==> src/rtl/excl_grant_sched.sv <==
// Grant scheduler: A gets the resource alone, B/C share it, with
// alternating priority and a programmable dead time between owners.
module excl_grant_sched #(
    parameter int unsigned TURN_CYCLES = 1
) (
    input  logic       clk,
    input  logic       rst,
    input  logic       req_a,
    input  logic       req_b,
    input  logic       req_c,
    output logic       gnt_a,
    output logic       gnt_b,
    output logic       gnt_c,
    output logic [1:0] mode
);

    typedef enum logic [1:0] {
        IDLE   = 2'd0,
        SHARED = 2'd1,
        EXCL   = 2'd2,
        TURN   = 2'd3
    } state_e;

    localparam logic [3:0] TURN_LOAD = 4'(TURN_CYCLES - 1);

    state_e     state_q, state_d;
    logic [3:0] cnt_q, cnt_d;
    logic       a_prio_q, a_prio_d;
    logic       gnt_a_q, gnt_a_d;
    logic       gnt_b_q, gnt_b_d;
    logic       gnt_c_q, gnt_c_d;

    logic rd_req;
    logic pick_excl;
    logic pick_shared;

    // Ownership decision shared by IDLE and the end of TURN
    assign rd_req      = req_b | req_c;
    assign pick_excl   = req_a & (~rd_req | a_prio_q);
    assign pick_shared = rd_req & ~pick_excl;

    always_ff @(posedge clk) begin
        if (rst) begin
            state_q  <= IDLE;
            cnt_q    <= 4'd0;
            a_prio_q <= 1'b1;
            gnt_a_q  <= 1'b0;
            gnt_b_q  <= 1'b0;
            gnt_c_q  <= 1'b0;
        end else begin
            state_q  <= state_d;
            cnt_q    <= cnt_d;
            a_prio_q <= a_prio_d;
            gnt_a_q  <= gnt_a_d;
            gnt_b_q  <= gnt_b_d;
            gnt_c_q  <= gnt_c_d;
        end
    end

    always_comb begin
        state_d  = state_q;
        cnt_d    = cnt_q;
        a_prio_d = a_prio_q;
        gnt_a_d  = 1'b0;
        gnt_b_d  = 1'b0;
        gnt_c_d  = 1'b0;
        unique case (state_q)
            IDLE: begin
                if (pick_excl) begin
                    state_d = EXCL;
                    gnt_a_d = 1'b1;
                end else if (pick_shared) begin
                    state_d = SHARED;
                    gnt_b_d = req_b;
                    gnt_c_d = req_c;
                end
            end
            EXCL: begin
                if (req_a) begin
                    gnt_a_d = 1'b1;
                end else begin
                    a_prio_d = 1'b0;
                    if (rd_req) begin
                        state_d = TURN;
                        cnt_d   = TURN_LOAD;
                    end else begin
                        state_d = IDLE;
                    end
                end
            end
            SHARED: begin
                // A pending blocks new readers; granted ones drain
                gnt_b_d = req_b & (gnt_b_q | ~req_a);
                gnt_c_d = req_c & (gnt_c_q | ~req_a);
                if (!gnt_b_d && !gnt_c_d) begin
                    a_prio_d = 1'b1;
                    if (req_a) begin
                        state_d = TURN;
                        cnt_d   = TURN_LOAD;
                    end else begin
                        state_d = IDLE;
                    end
                end
            end
            TURN: begin
                if (cnt_q != 4'd0) begin
                    cnt_d = cnt_q - 4'd1;
                end else if (pick_excl) begin
                    state_d = EXCL;
                    gnt_a_d = 1'b1;
                end else if (pick_shared) begin
                    state_d = SHARED;
                    gnt_b_d = req_b;
                    gnt_c_d = req_c;
                end else begin
                    state_d = IDLE;
                end
            end
            default: state_d = IDLE;
        endcase
    end

    assign gnt_a = gnt_a_q;
    assign gnt_b = gnt_b_q;
    assign gnt_c = gnt_c_q;
    assign mode  = state_q;

endmodule
==> config.mk <==
export PLATFORM = sky130hd
export DESIGN_NAME = excl_grant_sched
export DESIGN_NICKNAME = d
export VERILOG_FILES = /design/src/rtl/excl_grant_sched.sv
export SDC_FILE = /design/constraint.sdc
export NUM_CORES = 1
export LEC_CHECK = 0
export ABC_AREA = 1
export CAP_MARGIN = 0
export CORE_AREA = 3 3 40 42
export CTS_CLUSTER_DIAMETER = 120
export CTS_CLUSTER_SIZE = 12
export DETAILED_ROUTE_END_ITERATION = 12
export DIE_AREA = 0 0 43 45
export GPL_ROUTABILITY_DRIVEN = 0
export GPL_TIMING_DRIVEN = 0
export PLACE_DENSITY = 0.79
export SYNTH_ARGS = -nofsm -noshare
export SYNTH_HDL_FRONTEND = slang
export SYNTH_SLANG_ARGS = --single-unit
export TNS_END_PERCENT = 10
==> constraint.sdc <==
create_clock -name clk -period 2.74 [get_ports clk]
set_clock_uncertainty 0.2 [all_clocks]
set_input_delay 0.411 -clock clk [delete_from_list [all_inputs] [get_ports clk]]
set_output_delay 0.411 -clock clk [all_outputs]
set_load 0.005 [all_outputs]
# After elaboration in Yosys (flattened, before gate mapping)
# Index checks and enable logic that the tools add are counted.
[word_totals] elab_cells=69 mem_bits_ro=0 in_bits=5 mem_count=0 latchBits=0 ram_bits=0 reg_bits=10 output_inout_bits=5
[op_classes] n_div=0 n_eq_ne=10 muxes=31 reduce_logical=10 shifts=0 bitwise_logic=11 n_addsub=1 multipliers=0 n_lt_le_gt_ge=0
[ops] op="4-bit 2-to-1 mux" count=5
[ops] op="2-bit 2-to-1 mux" count=8
[ops] op="1-bit 2-to-1 mux" count=12
[ops] op="2-bit inequality test (second input constant)" count=6
[ops] op="4-bit one-hot mux with 3 select lines" count=1
[ops] op="1-bit one-hot mux with 3 select lines" count=3
[ops] op="2-bit one-hot mux with 4 select lines" count=1
[ops] op="6-bit AND reduction" count=1
[ops] op="1-bit bitwise AND" count=4
[ops] op="2-bit == test (second input constant)" count=2
[ops] op="1-bit OR" count=4
[ops] op="4-bit AND reduction" count=1
[ops] op="4-bit nonzero test" count=1
[ops] op="4-bit by 1-bit subtractor with 4-bit output (second input constant)" count=1
[ops] op="3-bit inequality test (second input constant)" count=1
[ops] op="1-bit NOT" count=3
[ops] op="3-bit AND reduction" count=1
[ops] op="3-bit nonzero test" count=1
[ops] op="2-bit by 1-bit == test with 1-bit output (second input constant)" count=1
[ops] op="1-bit logical NOT" count=2
[ops] op="2-bit logical NOT" count=1
[ops] op="1-bit one-hot mux with 2 select lines" count=1
[ops] op="2-bit nonzero test" count=1
[ops] op="1-bit logical AND" count=1

# Logic depth before layout (Yosys ltp)
# Gate-level depths: netlist of run 1.
[logic_depth] ltp_word=10 ltp_mapped=9 ltp_nobuf=9

# Least setup slack after synthesis of run 1
# Ideal clock, no wire load.
[synth_timing] path_type="reg2reg" from="register cnt_q[0]" to="register cnt_q[0]" arrival_ns=1.156 path_buffers=0 slack_ns=1.272 synth_period_minus_slack_ns=1.468 setup_time_ns=0.112 t_required_ns=2.428 path_stages_with_launch=9 cell_sequence="dfxtp_1 inv_1 ha_1 nand3_1 nand2_1 nor2_4 nand3_1 nand2_1 nor2_1"
[synth_between] elab_chain_len=3 elab_cells_between_ends=6 classes_between="1 x add/sub; 1 x eq/ne; 2 x mux; 2 x reduce/logical"
[synth_lines] item="start: declaration" line="27" text="logic [3:0] cnt_q, cnt_d;"
[synth_lines] item="start signal: assignment" line="52" text="cnt_q <= cnt_d;"
[synth_lines] item="4-bit by 1-bit subtractor with 4-bit output or 4-bit nonzero test (tied branches)" line="107, 106"
[synth_lines] item="4-bit 2-to-1 mux or 2-bit inequality test (tied branches)"
[synth_lines] item="4-bit one-hot mux with 3 select lines or 6-bit AND reduction (tied branches)"
# Parallel ways exist; a longest one is shown, timed or not. The select of a mux whose other input is x is not followed.
# A chain may end at the register's enable or synchronous reset.

# Worst setup path after layout of run 1
[layout_timing] from="register state_q[1] (netlist: mode[1])" to="output port mode[1]"
[layout_rtl] item="start: declaration" line="26" text="state_e state_q, state_d;"
[layout_rtl] item="start signal: assignment" line="51" text="state_q <= state_d;"
[layout_rtl] item="end: declaration" line="14" text="output logic [1:0] mode"
# No word-level cell between the ends.

==> tab_implementation.tex, run 1 <==
\begin{tabular}{lr}
\hline
Metric & Value \\
\hline
\multicolumn{2}{l}{\textbf{Critical path}} \\
\quad Class of the most critical setup path & register to output port \\
\quad Register-to-Register Path Depth & 8 \\
\quad Slowest stage cell, crit path & sky130\_fd\_sc\_hd\_\_clkdlybuf4s50\_1 \\
\quad Arrival time at the worst endpoint & between 1 and 1.5 ns \\
\quad Maximum cell stage delay along the critical path & between 0.5 and 0.6 ns \\
\quad Crit path depth & 1 \\
\quad Buffers and inverters on the worst path & 1 \\
\quad Crit path launch type & register \\
\quad Top cell family by delay on the critical path & buffers and inverters \\
\quad Crit-path max FO & 5 \\
\quad Endpoint kind of the worst setup timing path & output port \\
\quad Crit-path cells & clkdlybuf4s50\_1 \\
\quad Required @ worst endpoint & $\sim$2.1 ns \\
\multicolumn{2}{l}{\textbf{Synthesis}} \\
\quad Gate Count Post-Synth & between 100 and 150 \\
\quad Sequential area share after synthesis & 0.306 \\
\quad Mapped Area & approximately 650 um2 \\
\quad Ranking of synthesized cells by area & sky130\_fd\_sc\_hd\_\_dfxtp\_1 31\%, sky130\_fd\_sc\_hd\_\_nand2\_1 18\%, sky130\_fd\_sc\_hd\_\_nand3\_1 9.2\% \\
\quad Count of cell types in the netlist & 19 \\
\quad Area share of the largest cell type after synthesis & 0.306 \\
\quad Most area-hungry cell type in the Yosys netlist & sky130\_fd\_sc\_hd\_\_dfxtp\_1 \\
\quad Number of storage elements in the synthesis netlist & 10 \\
\quad Average instance area after synthesis & 6.42 um2 \\
\quad Number of warnings issued by yosys & 0 \\
\quad Number of nets in the synthesized netlist & around 110 \\
\multicolumn{2}{l}{\textbf{Global routing}} \\
\quad Number of global-route vias before repair & roughly 600 \\
\quad Pin count of the biggest net entering global routing & 10 \\
\quad Overall Global Routing Usage & 0.159 \\
\quad GRT overflow & 0 \\
\quad Initial antenna violation count & 0 \\
\quad Wire length of the first global-routing pass & approximately 2300 um \\
\multicolumn{2}{l}{\textbf{CTS}} \\
\quad Count of instances resized after the clock tree is built & 0 \\
\quad Total clock sinks & 10 \\
\quad Post-CTS Setup Repair Bufs & 0 \\
\quad Clock-pin slew on the worst setup and hold paths & approximately 0.070 ns \\
\quad Maximum clock path buffer count & 2 \\
\quad Source-to-sink clock delay at the later pin of the worst-skew pair & about 0.27 ns \\
\quad Number of H-tree branching levels & 1 \\
\quad Root Buffer & sky130\_fd\_sc\_hd\_\_clkbuf\_4 \\
\quad Clock tree from TritonCTS & done \\
\quad Inserted Clock Buffers & 3 \\
\quad Hold bufs inserted after CTS & 0 \\
\multicolumn{2}{l}{\textbf{Min path}} \\
\quad Min-Delay Path Class & register to register \\
\quad Cell depth of the worst hold path & 2 \\
\multicolumn{2}{l}{\textbf{Timing}} \\
\quad Setup TNS Final & 0 ns \\
\quad Final Hold Viols & 0 \\
\quad RSZ-0062 raised after global routing & false \\
\quad Number of pins exceeding their max-slew limit in the final report & 0 \\
\quad Crit share post-route & 0.673 \\
\quad Highest clock rate & around 0.54 GHz \\
\quad Post-layout min period & roughly 1.8 ns \\
\quad Minimum hold slack & roughly 0.31 ns \\
\quad Worst slew margin relative to its limit & 0.777 \\
\quad Final setup vio count & 0 \\
\quad Transition time at the pin with the least slew margin & 0.333 ns \\
\multicolumn{2}{l}{\textbf{Power and ir drop}} \\
\quad Max IR drop VDD & between 0.5 and 0.6 mV \\
\quad Static Leakage & roughly 0.38 nW \\
\quad Cell internal power dissipation & 0.000447 W \\
\quad Net switching power of the design & $\sim$0.00036 W \\
\quad Sw Ratio & 0.446 \\
\quad Power share of the sequential group & 0.271 \\
\quad Final total power & around 0.0008 W \\
\quad Clk network pwr share & 0.169 \\
\quad Logic gate share of total power & 0.561 \\
\quad Power density relative to cell area & 1010 mW/mm2 \\
\multicolumn{2}{l}{\textbf{Floorplan}} \\
\quad Total die area & 0.00194 mm2 \\
\quad Number of rows created at floorplan & 13 \\
\quad Ports placed on the boundary & 10 \\
\quad Width of the die & approximately 43 um \\
\quad Initial Utilization & 0.509 \\
\quad Die Span Y & roughly 45 um \\
\quad Area inside the core boundary & between 0.001 and 0.0015 mm2 \\
\multicolumn{2}{l}{\textbf{Finish}} \\
\quad Number of standard cells in the layout, taps in and fillers out & between 100 and 150 \\
\quad Antenna diode instance count & 0 \\
\quad Area occupied by registers & around 200 um2 \\
\quad Total Nets Final & $\sim$120 \\
\quad Number of fillers in the final layout & about 110 \\
\quad Share of post-route cells with drive strength above 1 & 0.148 \\
\quad Area added between synthesis and finish & 22.2\% \\
\quad Post-route standard cell area excluding fillers & between 700 and 800 um2 \\
\quad Combined area of the multi-input logic cells & 409 um2 \\
\multicolumn{2}{l}{\textbf{Drt}} \\
\quad Residual antenna-violating net count after detailed routing & 0 \\
\quad Initial drt markers & 12 \\
\quad Per-cell via count in the routed design & 5.24 \\
\quad Average detailed-routed wire length per instance & between 10 and 15 um \\
\quad Residual DRC & 0 \\
\quad Router iterations before antenna repair & 5 \\
\quad Via Count & about 680 \\
\quad Total wirelength of the detailed-routed design & between 1000 and 1500 um \\
\multicolumn{2}{l}{\textbf{Place}} \\
\quad Number of I/O port buffers & 9 \\
\quad Post-placement cell count & between 100 and 150 \\
\quad Detailed-placement wirelength estimate & 1100 um \\
\quad Placement Cell Area & around 760 um2 \\
\multicolumn{2}{l}{\textbf{Job}} \\
\quad Max-cap viol count & 0 \\
\multicolumn{2}{l}{\textbf{Status}} \\
\quad Result of the run & finished clean \\
\hline
\end{tabular}
cell usage after synthesis:
cell,count
sky130_fd_sc_hd__inv_1,10
sky130_fd_sc_hd__a31oi_1,1
sky130_fd_sc_hd__nand3_2,1
sky130_fd_sc_hd__xnor2_1,1
sky130_fd_sc_hd__ha_1,1
sky130_fd_sc_hd__nand2_4,2
sky130_fd_sc_hd__inv_2,2
sky130_fd_sc_hd__nor2_1,13
sky130_fd_sc_hd__o21ai_0,2
sky130_fd_sc_hd__a21oi_1,6
sky130_fd_sc_hd__nor2_4,1
sky130_fd_sc_hd__nand3_1,12
sky130_fd_sc_hd__nand2_2,2
sky130_fd_sc_hd__nor2_2,2
sky130_fd_sc_hd__o21ai_2,2
sky130_fd_sc_hd__dfxtp_1,10
sky130_fd_sc_hd__nand2_1,32
sky130_fd_sc_hd__o22ai_1,1
sky130_fd_sc_hd__nor2_8,1
area by class of cell:
cell class,instances,share of cell area
timing repair buffer,9,0.113
multi-input combinational,80,0.512
tap,15,0.0235
clock buffer,4,0.0454
inverter,12,0.0563
sequential,10,0.250
cell families (layout without fill, tap and decap cells):
kind of cell | after synthesis | after routing | share of synthesized area
xor gates and xnor gates | 1 | 1 | 0.0134
and+or+nand+nor | 66 | 66 | 0.486
DFF | 10 | 10 | 0.306
adders and majority gates | 1 | 1 | 0.0191
buffers and inverters | 12 | 25 | 0.0688
AOI/OAI and AO/OA | 12 | 12 | 0.107
sequential cells by signal (all words and copies together), names as in the netlist:
signal and flops:
cnt_q 4, mode 2, gnt_b 1, a_prio_q 1, gnt_c 1, gnt_a 1
metal layers:
metal  wire length, um  global-route usage  part of all wire
met1               653               0.184              0.47
met2               642               0.269              0.46
met3                96              0.0717             0.069
met4                 8              0.0422            0.0057
met5                 0                   0                 0
through the flow:
step	util	setup WS [ns]
2_1_floorplan	-	1.27
3_3_place_gp	0.594	0.675
3_5_place_dp	0.594	0.640
4_1_cts	0.622	0.877
5_1_grt	0.622	0.844
6_report	0.622	0.897
cell usage in the layout, fill, tap and decap left out, drive strengths merged:
cell | synthesis | layout
o22ai | 1 | 1
nand3 | 13 | 13
nor2 | 17 | 17
a21oi | 6 | 6
dfxtp | 10 | 10
a31oi | 1 | 1
o21ai | 4 | 4
clkbuf | 0 | 4
xnor2 | 1 | 1
ha | 1 | 1
nand2 | 36 | 36
clkdlybuf4s50 | 0 | 9
inv | 12 | 12
final timing paths:
kind / start / slack [ns] / endpoint
max: mode[1]$_SDFFE_PP0P_ / 0.90 / mode[1]
min: a_prio_q$_SDFFE_PP1P_ / 0.31 / a_prio_q$_SDFFE_PP1P_
max reg2reg: cnt_q[0]$_SDFFE_PP0P_ / 1.12 / cnt_q[0]$_SDFFE_PP0P_
min reg2reg: a_prio_q$_SDFFE_PP1P_ / 0.31 / a_prio_q$_SDFFE_PP1P_
power groups by stage:
| stage | Sequential [W] | Combinational (W) | Clock, W |
|---|---|---|---|
| after floorplan | 0.000220 | 0.000335 | 0 |
| after global placement | 0.000220 | 0.000445 | 0 |
| after detailed placement | 0.000222 | 0.000451 | 0 |
| after CTS | 0.000219 | 0.000452 | 0.000140 |
| after global routing | 0.000224 | 0.000509 | 0.000147 |
| final | 0.000218 | 0.000452 | 0.000136 |
Power figures use the tool's default switching activity.
==> inputs of run 2 (changes only) <==
--- a/config.mk
+++ b/config.mk
@@ -7,14 +7,14 @@
 export LEC_CHECK = 0
 export ABC_AREA = 1
 export CAP_MARGIN = 0
-export CORE_AREA = 3 3 40 42
+export CORE_MARGIN = 3
+export CORE_UTILIZATION = 50
 export CTS_CLUSTER_DIAMETER = 120
 export CTS_CLUSTER_SIZE = 12
 export DETAILED_ROUTE_END_ITERATION = 12
-export DIE_AREA = 0 0 43 45
 export GPL_ROUTABILITY_DRIVEN = 0
 export GPL_TIMING_DRIVEN = 0
-export PLACE_DENSITY = 0.79
+export PLACE_DENSITY = 0.8
 export SYNTH_ARGS = -nofsm -noshare
 export SYNTH_HDL_FRONTEND = slang
 export SYNTH_SLANG_ARGS = --single-unit
==> constraint.sdc (replaced) <==
create_clock -name clk -period 1.9 [get_ports clk]
set_clock_uncertainty 0.2 [all_clocks]
set_input_delay 0.285 -clock clk [delete_from_list [all_inputs] [get_ports clk]]
set_output_delay 0.285 -clock clk [all_outputs]
set_load 0.005 [all_outputs]
==> run 2 against run 1 <==
Via count is 1.3% lower. Worst setup slack lost 0.76 ns. First-iteration DRC count is the same. Combinational power rose by 49%. Clock-buffer cell count unchanged. Wire length increased by 8.0%. Sequential power up 45%. Sequential share of layout area about the same. Flip-flop and latch count did not move. Critical endpoint is now cnt_q[1]$_SDFFE_PP0P_.
==> tab_implementation.tex, run 2 (synthesis gave the netlist of run 1 again) <==
\begin{tabular}{lr}
\hline
Metric & Value \\
\hline
\multicolumn{2}{l}{\textbf{Status}} \\
\quad Result of the run & finished clean \\
\multicolumn{2}{l}{\textbf{Global routing}} \\
\quad Overall Global Routing Usage & 0.194 \\
\quad Initial antenna violation count & 0 \\
\quad Wire length of the first global-routing pass & 2640 um \\
\quad Number of global-route vias before repair & $\sim$630 \\
\quad Pin count of the biggest net entering global routing & 10 \\
\quad GRT overflow & 0 \\
\multicolumn{2}{l}{\textbf{Timing}} \\
\quad Transition time at the pin with the least slew margin & between 0.3 and 0.4 ns \\
\quad Worst slew margin relative to its limit & 0.768 \\
\quad Post-layout min period & approximately 1.8 ns \\
\quad Crit share post-route & 0.929 \\
\quad Final Hold Viols & 0 \\
\quad Number of pins exceeding their max-slew limit in the final report & 0 \\
\quad Setup TNS Final & 0 ns \\
\quad Minimum hold slack & about 0.31 ns \\
\quad Highest clock rate & $\sim$0.57 GHz \\
\quad RSZ-0062 raised after global routing & false \\
\quad Final setup vio count & 0 \\
\multicolumn{2}{l}{\textbf{Power and ir drop}} \\
\quad Static Leakage & 0.382 nW \\
\quad Final total power & about 0.0012 W \\
\quad Logic gate share of total power & 0.570 \\
\quad Power density relative to cell area & approximately 1500 mW/mm2 \\
\quad Sw Ratio & 0.456 \\
\quad Cell internal power dissipation & about 0.00064 W \\
\quad Power share of the sequential group & 0.267 \\
\quad Max IR drop VDD & 0.809 mV \\
\quad Clk network pwr share & 0.163 \\
\quad Net switching power of the design & around 0.00054 W \\
\multicolumn{2}{l}{\textbf{Floorplan}} \\
\quad Ports placed on the boundary & 10 \\
\quad Area inside the core boundary & around 0.0012 mm2 \\
\quad Total die area & roughly 0.0018 mm2 \\
\quad Initial Utilization & 0.559 \\
\quad Die Span Y & about 42 um \\
\quad Number of rows created at floorplan & 12 \\
\quad Width of the die & 42.2 um \\
\multicolumn{2}{l}{\textbf{CTS}} \\
\quad Post-CTS Setup Repair Bufs & 0 \\
\quad Root Buffer & sky130\_fd\_sc\_hd\_\_clkbuf\_4 \\
\quad Count of instances resized after the clock tree is built & 0 \\
\quad Inserted Clock Buffers & 3 \\
\quad Maximum clock path buffer count & 2 \\
\quad Number of H-tree branching levels & 1 \\
\quad Hold bufs inserted after CTS & 0 \\
\quad Clock tree from TritonCTS & done \\
\quad Total clock sinks & 10 \\
\quad Source-to-sink clock delay at the later pin of the worst-skew pair & 0.27 ns \\
\quad Clock-pin slew on the worst setup and hold paths & $\sim$0.07 ns \\
\multicolumn{2}{l}{\textbf{Drt}} \\
\quad Residual DRC & 0 \\
\quad Via Count & $\sim$670 \\
\quad Router iterations before antenna repair & 4 \\
\quad Average detailed-routed wire length per instance & roughly 12 um \\
\quad Initial drt markers & 12 \\
\quad Residual antenna-violating net count after detailed routing & 0 \\
\quad Per-cell via count in the routed design & between 5 and 6 \\
\quad Total wirelength of the detailed-routed design & between 1500 and 2000 um \\
\multicolumn{2}{l}{\textbf{Critical path}} \\
\quad Endpoint kind of the worst setup timing path & register \\
\quad Arrival time at the worst endpoint & roughly 1.7 ns \\
\quad Crit-path max FO & 9 \\
\quad Reg-to-reg slack, setup & 0.22 ns \\
\quad Class of the most critical setup path & input port to register \\
\quad Crit path launch type & input port \\
\quad Capturing point of the worst reg2reg path & cnt\_q[1]\$\_SDFFE\_PP0P\_ \\
\quad Maximum cell stage delay along the critical path & about 0.62 ns \\
\quad Crit-path cells & clkdlybuf4s50\_1, inv\_2, o21ai\_2, nor2\_2, nor2\_8, nand3\_1, nand2\_1, nor2\_1 \\
\quad Slowest stage cell, crit path & sky130\_fd\_sc\_hd\_\_clkdlybuf4s50\_1 \\
\quad Reg2Reg Launch Point & cnt\_q[0]\$\_SDFFE\_PP0P\_ \\
\quad Required @ worst endpoint & between 1.5 and 2 ns \\
\quad Register-to-Register Path Depth & 8 \\
\multicolumn{2}{l}{\textbf{Min path}} \\
\quad Source of the worst hold timing path & cnt\_q[3]\$\_SDFFE\_PP0P\_ \\
\quad Hold-critical path endpoint & cnt\_q[3]\$\_SDFFE\_PP0P\_ \\
\quad Cell depth of the worst hold path & 2 \\
\quad Min-Delay Path Class & register to register \\
\multicolumn{2}{l}{\textbf{Place}} \\
\quad Post-placement cell count & between 100 and 150 \\
\quad Detailed-placement wirelength estimate & around 1100 um \\
\quad Placement Cell Area & 762 um2 \\
\quad Number of I/O port buffers & 9 \\
\multicolumn{2}{l}{\textbf{Job}} \\
\quad Max-cap viol count & 0 \\
\multicolumn{2}{l}{\textbf{Finish}} \\
\quad Total Nets Final & 122 \\
\quad Leading cell type in the layout, fill and taps excluded & sky130\_fd\_sc\_hd\_\_nand2\_1 \\
\quad Area added between synthesis and finish & 22.0\% \\
\quad Leading cell types in the layout, fill and taps excluded & 32 x sky130\_fd\_sc\_hd\_\_nand2\_1, 13 x sky130\_fd\_sc\_hd\_\_nor2\_1, 12 x sky130\_fd\_sc\_hd\_\_nand3\_1, 10 x sky130\_fd\_sc\_hd\_\_inv\_1, 10 x sky130\_fd\_sc\_hd\_\_dfxtp\_1 \\
\quad Share of post-route cells with drive strength above 1 & 0.148 \\
\quad Post-route standard cell area excluding fillers & 798 um2 \\
\quad Number of flip-flops under the largest register name & 4 \\
\quad Largest register by flop count & cnt\_q \\
\quad Antenna diode instance count & 0 \\
\quad Number of standard cells in the layout, taps in and fillers out & $\sim$130 \\
\hline
\end{tabular}
run 2: cell counts in the layout (fill, tap and decap cells not counted):
Identical to the previous run, type by type.
run 2: area by class of cell:
| type | instances | area, um2 |
|---|---|---|
| fill | 106 | 373 |
| sequential | 10 | 200 |
| timing repair buffer | 9 | 90.1 |
| inverter | 12 | 45.0 |
| tap | 14 | 17.5 |
| multi-input combinational | 80 | 409 |
| clock buffer | 4 | 36.3 |
run 2: power by group through the flow:
stage	logic [W]	clock network [W]	registers, W
2_1_floorplan	0.000484	0	0.000317
3_3_place_gp	0.000643	0	0.000316
3_5_place_dp	0.000659	0	0.000322
4_1_cts	0.000670	0.000197	0.000317
5_1_grt	0.000757	0.000215	0.000325
6_report	0.000675	0.000194	0.000316
run 2: how the worst max path moves through the flow:
stage	depth (start not counted)	startpoint	endpoint
2_1_floorplan	8	cnt_q[0]$_SDFFE_PP0P_	cnt_q[0]$_SDFFE_PP0P_
3_3_place_gp	8	req_a	mode[1]$_SDFFE_PP0P_
3_5_place_dp	8	req_a	mode[1]$_SDFFE_PP0P_
4_1_cts	1	mode[1]$_SDFFE_PP0P_	mode[1]
5_1_grt	8	req_b	mode[0]$_SDFFE_PP0P_
6_report	8	req_a	cnt_q[1]$_SDFFE_PP0P_
run 2: critical path: cells and delay by family:
family / cells / cell delay [ns]
compound gates: 1 / 0.15
buf+inv: 2 / 0.70
simple gates: 5 / 0.58
run 2: routing by layer:
metal / GRT usage / routed length [um] / up-vias
li1: - / - / 353
met1: 0.219 / 676 / 294
met2: 0.310 / 707 / 21
met3: 0.0687 / 92 / 4
met4: 0.112 / 36 / 0
met5: 0 / 0 / -
run 2: stage by stage:
stage,utilization,setup slack (ns)
detailed placement,0.651,-0.100
global placement,0.651,-0.0441
CTS,0.682,0.163
global route,0.682,0.0705
floorplan,-,0.432
finish,0.682,0.135
==> inputs of run 3 (changes only) <==
==> constraint.sdc (replaced) <==
create_clock -name clk -period 1.9 [get_ports clk]
set_clock_uncertainty 0.2 [all_clocks]
set_input_delay 0.38 -clock clk [delete_from_list [all_inputs] [get_ports clk]]
set_output_delay 0.38 -clock clk [all_outputs]
set_load 0.005 [all_outputs]
==> run 3 against run 2 <==
Combinational power about the same. First-iteration DRC count increased by 25%. Final cell count unchanged. Sequential share of layout area about the same. Die area unchanged. Clock-buffer cell count unchanged. Largest cell class unchanged. Largest power group unchanged.
==> tab_implementation.tex, run 3 (synthesis gave the netlist of run 1 again) <==
\begin{tabular}{lr}
\hline
Metric & Value \\
\hline
\multicolumn{2}{l}{\textbf{Finish}} \\
\quad Post-Route Utilization & 0.685 \\
\quad Leading cell type in the layout, fill and taps excluded & sky130\_fd\_sc\_hd\_\_nand2\_1 \\
\quad Number of fillers in the final layout & roughly 110 \\
\quad Total Nets Final & roughly 120 \\
\quad Combined area of the multi-input logic cells & approximately 410 um2 \\
\quad Number of flip-flops under the largest register name & 4 \\
\quad Area added between synthesis and finish & 22.6\% \\
\quad Antenna diode instance count & 0 \\
\quad Share of post-route cells with drive strength above 1 & 0.165 \\
\quad Leading cell types in the layout, fill and taps excluded & 32 x sky130\_fd\_sc\_hd\_\_nand2\_1, 12 x sky130\_fd\_sc\_hd\_\_nand3\_1, 12 x sky130\_fd\_sc\_hd\_\_nor2\_1, 10 x sky130\_fd\_sc\_hd\_\_inv\_1 \\
\quad Area occupied by registers & roughly 200 um2 \\
\quad Largest register by flop count & cnt\_q \\
\multicolumn{2}{l}{\textbf{Global routing}} \\
\quad Pin count of the biggest net entering global routing & 10 \\
\quad Initial antenna violation count & 0 \\
\quad GRT overflow & 0 \\
\quad Overall Global Routing Usage & 0.194 \\
\quad Wire length of the first global-routing pass & around 2600 um \\
\quad Number of global-route vias before repair & $\sim$630 \\
\multicolumn{2}{l}{\textbf{Power and ir drop}} \\
\quad Max IR drop VDD & just over 0.8 mV \\
\quad Static Leakage & 0.382 nW \\
\quad Power density relative to cell area & 1480 mW/mm2 \\
\multicolumn{2}{l}{\textbf{CTS}} \\
\quad Inserted Clock Buffers & 3 \\
\quad Hold bufs inserted after CTS & 0 \\
\quad Clock tree from TritonCTS & done \\
\quad Number of H-tree branching levels & 1 \\
\quad Source-to-sink clock delay at the later pin of the worst-skew pair & 0.27 ns \\
\quad Total clock sinks & 10 \\
\quad Count of instances resized after the clock tree is built & 0 \\
\quad Root Buffer & sky130\_fd\_sc\_hd\_\_clkbuf\_4 \\
\quad Maximum clock path buffer count & 2 \\
\quad Clock-pin slew on the worst setup and hold paths & 0.07 ns \\
\quad Post-CTS Setup Repair Bufs & 0 \\
\multicolumn{2}{l}{\textbf{Critical path}} \\
\quad Crit-path max FO & 9 \\
\quad Class of the most critical setup path & input port to register \\
\quad Reg-to-reg slack, setup & 0.22 ns \\
\quad Endpoint kind of the worst setup timing path & register \\
\quad Crit path launch type & input port \\
\quad Arrival time at the worst endpoint & roughly 1.8 ns \\
\quad Register-to-Register Path Depth & 8 \\
\quad Capturing point of the worst reg2reg path & cnt\_q[1]\$\_SDFFE\_PP0P\_ \\
\quad Required @ worst endpoint & around 1.9 ns \\
\quad Reg2Reg Launch Point & cnt\_q[0]\$\_SDFFE\_PP0P\_ \\
\multicolumn{2}{l}{\textbf{Min path}} \\
\quad Cell depth of the worst hold path & 2 \\
\quad Hold-critical path endpoint & cnt\_q[3]\$\_SDFFE\_PP0P\_ \\
\quad Min-Delay Path Class & register to register \\
\quad Source of the worst hold timing path & cnt\_q[3]\$\_SDFFE\_PP0P\_ \\
\multicolumn{2}{l}{\textbf{Timing}} \\
\quad Worst slew margin relative to its limit & 0.821 \\
\quad Minimum hold slack & about 0.31 ns \\
\quad Number of pins exceeding their max-slew limit in the final report & 0 \\
\quad Crit share post-route & 0.975 \\
\quad Transition time at the pin with the least slew margin & roughly 0.27 ns \\
\quad RSZ-0062 raised after global routing & false \\
\quad Final setup vio count & 0 \\
\quad Final Hold Viols & 0 \\
\quad Post-layout min period & roughly 1.9 ns \\
\quad Highest clock rate & 0.540 GHz \\
\quad Setup slack after layout & approximately 0.047 ns \\
\multicolumn{2}{l}{\textbf{Job}} \\
\quad Max-cap viol count & 0 \\
\multicolumn{2}{l}{\textbf{Drt}} \\
\quad Residual DRC & 0 \\
\quad Total wirelength of the detailed-routed design & 1520 um \\
\quad Router iterations before antenna repair & 4 \\
\quad Residual antenna-violating net count after detailed routing & 0 \\
\quad Average detailed-routed wire length per instance & approximately 12 um \\
\quad Per-cell via count in the routed design & $\sim$5.2 \\
\quad Initial drt markers & 15 \\
\quad Via Count & about 680 \\
\multicolumn{2}{l}{\textbf{Floorplan}} \\
\quad Total die area & 0.00178 mm2 \\
\quad Die Span Y & approximately 42 um \\
\quad Ports placed on the boundary & 10 \\
\quad Initial Utilization & 0.559 \\
\quad Area inside the core boundary & between 0.001 and 0.0015 mm2 \\
\quad Width of the die & about 42 um \\
\quad Number of rows created at floorplan & 12 \\
\multicolumn{2}{l}{\textbf{Place}} \\
\quad Post-Place Setup Slack & -0.195 ns \\
\quad Number of I/O port buffers & 9 \\
\quad Detailed-placement wirelength estimate & around 1100 um \\
\multicolumn{2}{l}{\textbf{Status}} \\
\quad Result of the run & finished clean \\
\hline
\end{tabular}
-- run 3: worst max-delay path: stages --
cell	delay [ns]
sky130_fd_sc_hd__clkdlybuf4s50_1	0.62
sky130_fd_sc_hd__inv_2	0.08
sky130_fd_sc_hd__o21ai_2	0.15
sky130_fd_sc_hd__nor2_2	0.09
sky130_fd_sc_hd__nor2_8	0.19
sky130_fd_sc_hd__nand3_1	0.12
sky130_fd_sc_hd__nand2_1	0.12
sky130_fd_sc_hd__nor2_1	0.06
-- run 3: cell type report --
type	count	area share
clock buffer	4	0.0452
inverter	12	0.0562
multi-input combinational	80	0.513
sequential	10	0.251
tap	14	0.0218
timing repair buffer	9	0.112
-- run 3: per-layer routing --
metal  track usage  up-vias  routed length, um
li1              -      356                  -
met1         0.219      295                673
met2         0.310       21                708
met3        0.0687        4                100
met4         0.112        0                 36
met5             0        -                  0
-- run 3: worst max path at each step --
stage	from	end
2_1_floorplan	cnt_q[0]$_SDFFE_PP0P_	cnt_q[0]$_SDFFE_PP0P_
3_3_place_gp	req_a	mode[1]$_SDFFE_PP0P_
3_5_place_dp	req_a	mode[1]$_SDFFE_PP0P_
4_1_cts	mode[1]$_SDFFE_PP0P_	mode[1]
5_1_grt	mode[0]$_SDFFE_PP0P_	mode[0]
6_report	req_a	cnt_q[1]$_SDFFE_PP0P_
-- run 3: power by group --
part	switching (W)	total (W)	leakage [nW]	internal (W)
registers	0.0000500	0.000318	0.0823	0.000268
clock network	0.0000777	0.000194	0.0210	0.000116
logic	0.000411	0.000674	0.279	0.000262
-- run 3: stage by stage --
stage,power [W],instances,TNS [ns],instance area [um2]
floorplan,0.000801,102,0,654
global placement,0.000959,125,-0.653,762
detailed placement,0.000980,125,-0.812,762
CTS,0.00118,129,0,798
global route,0.00130,129,0,802
finish,0.00119,129,0,802
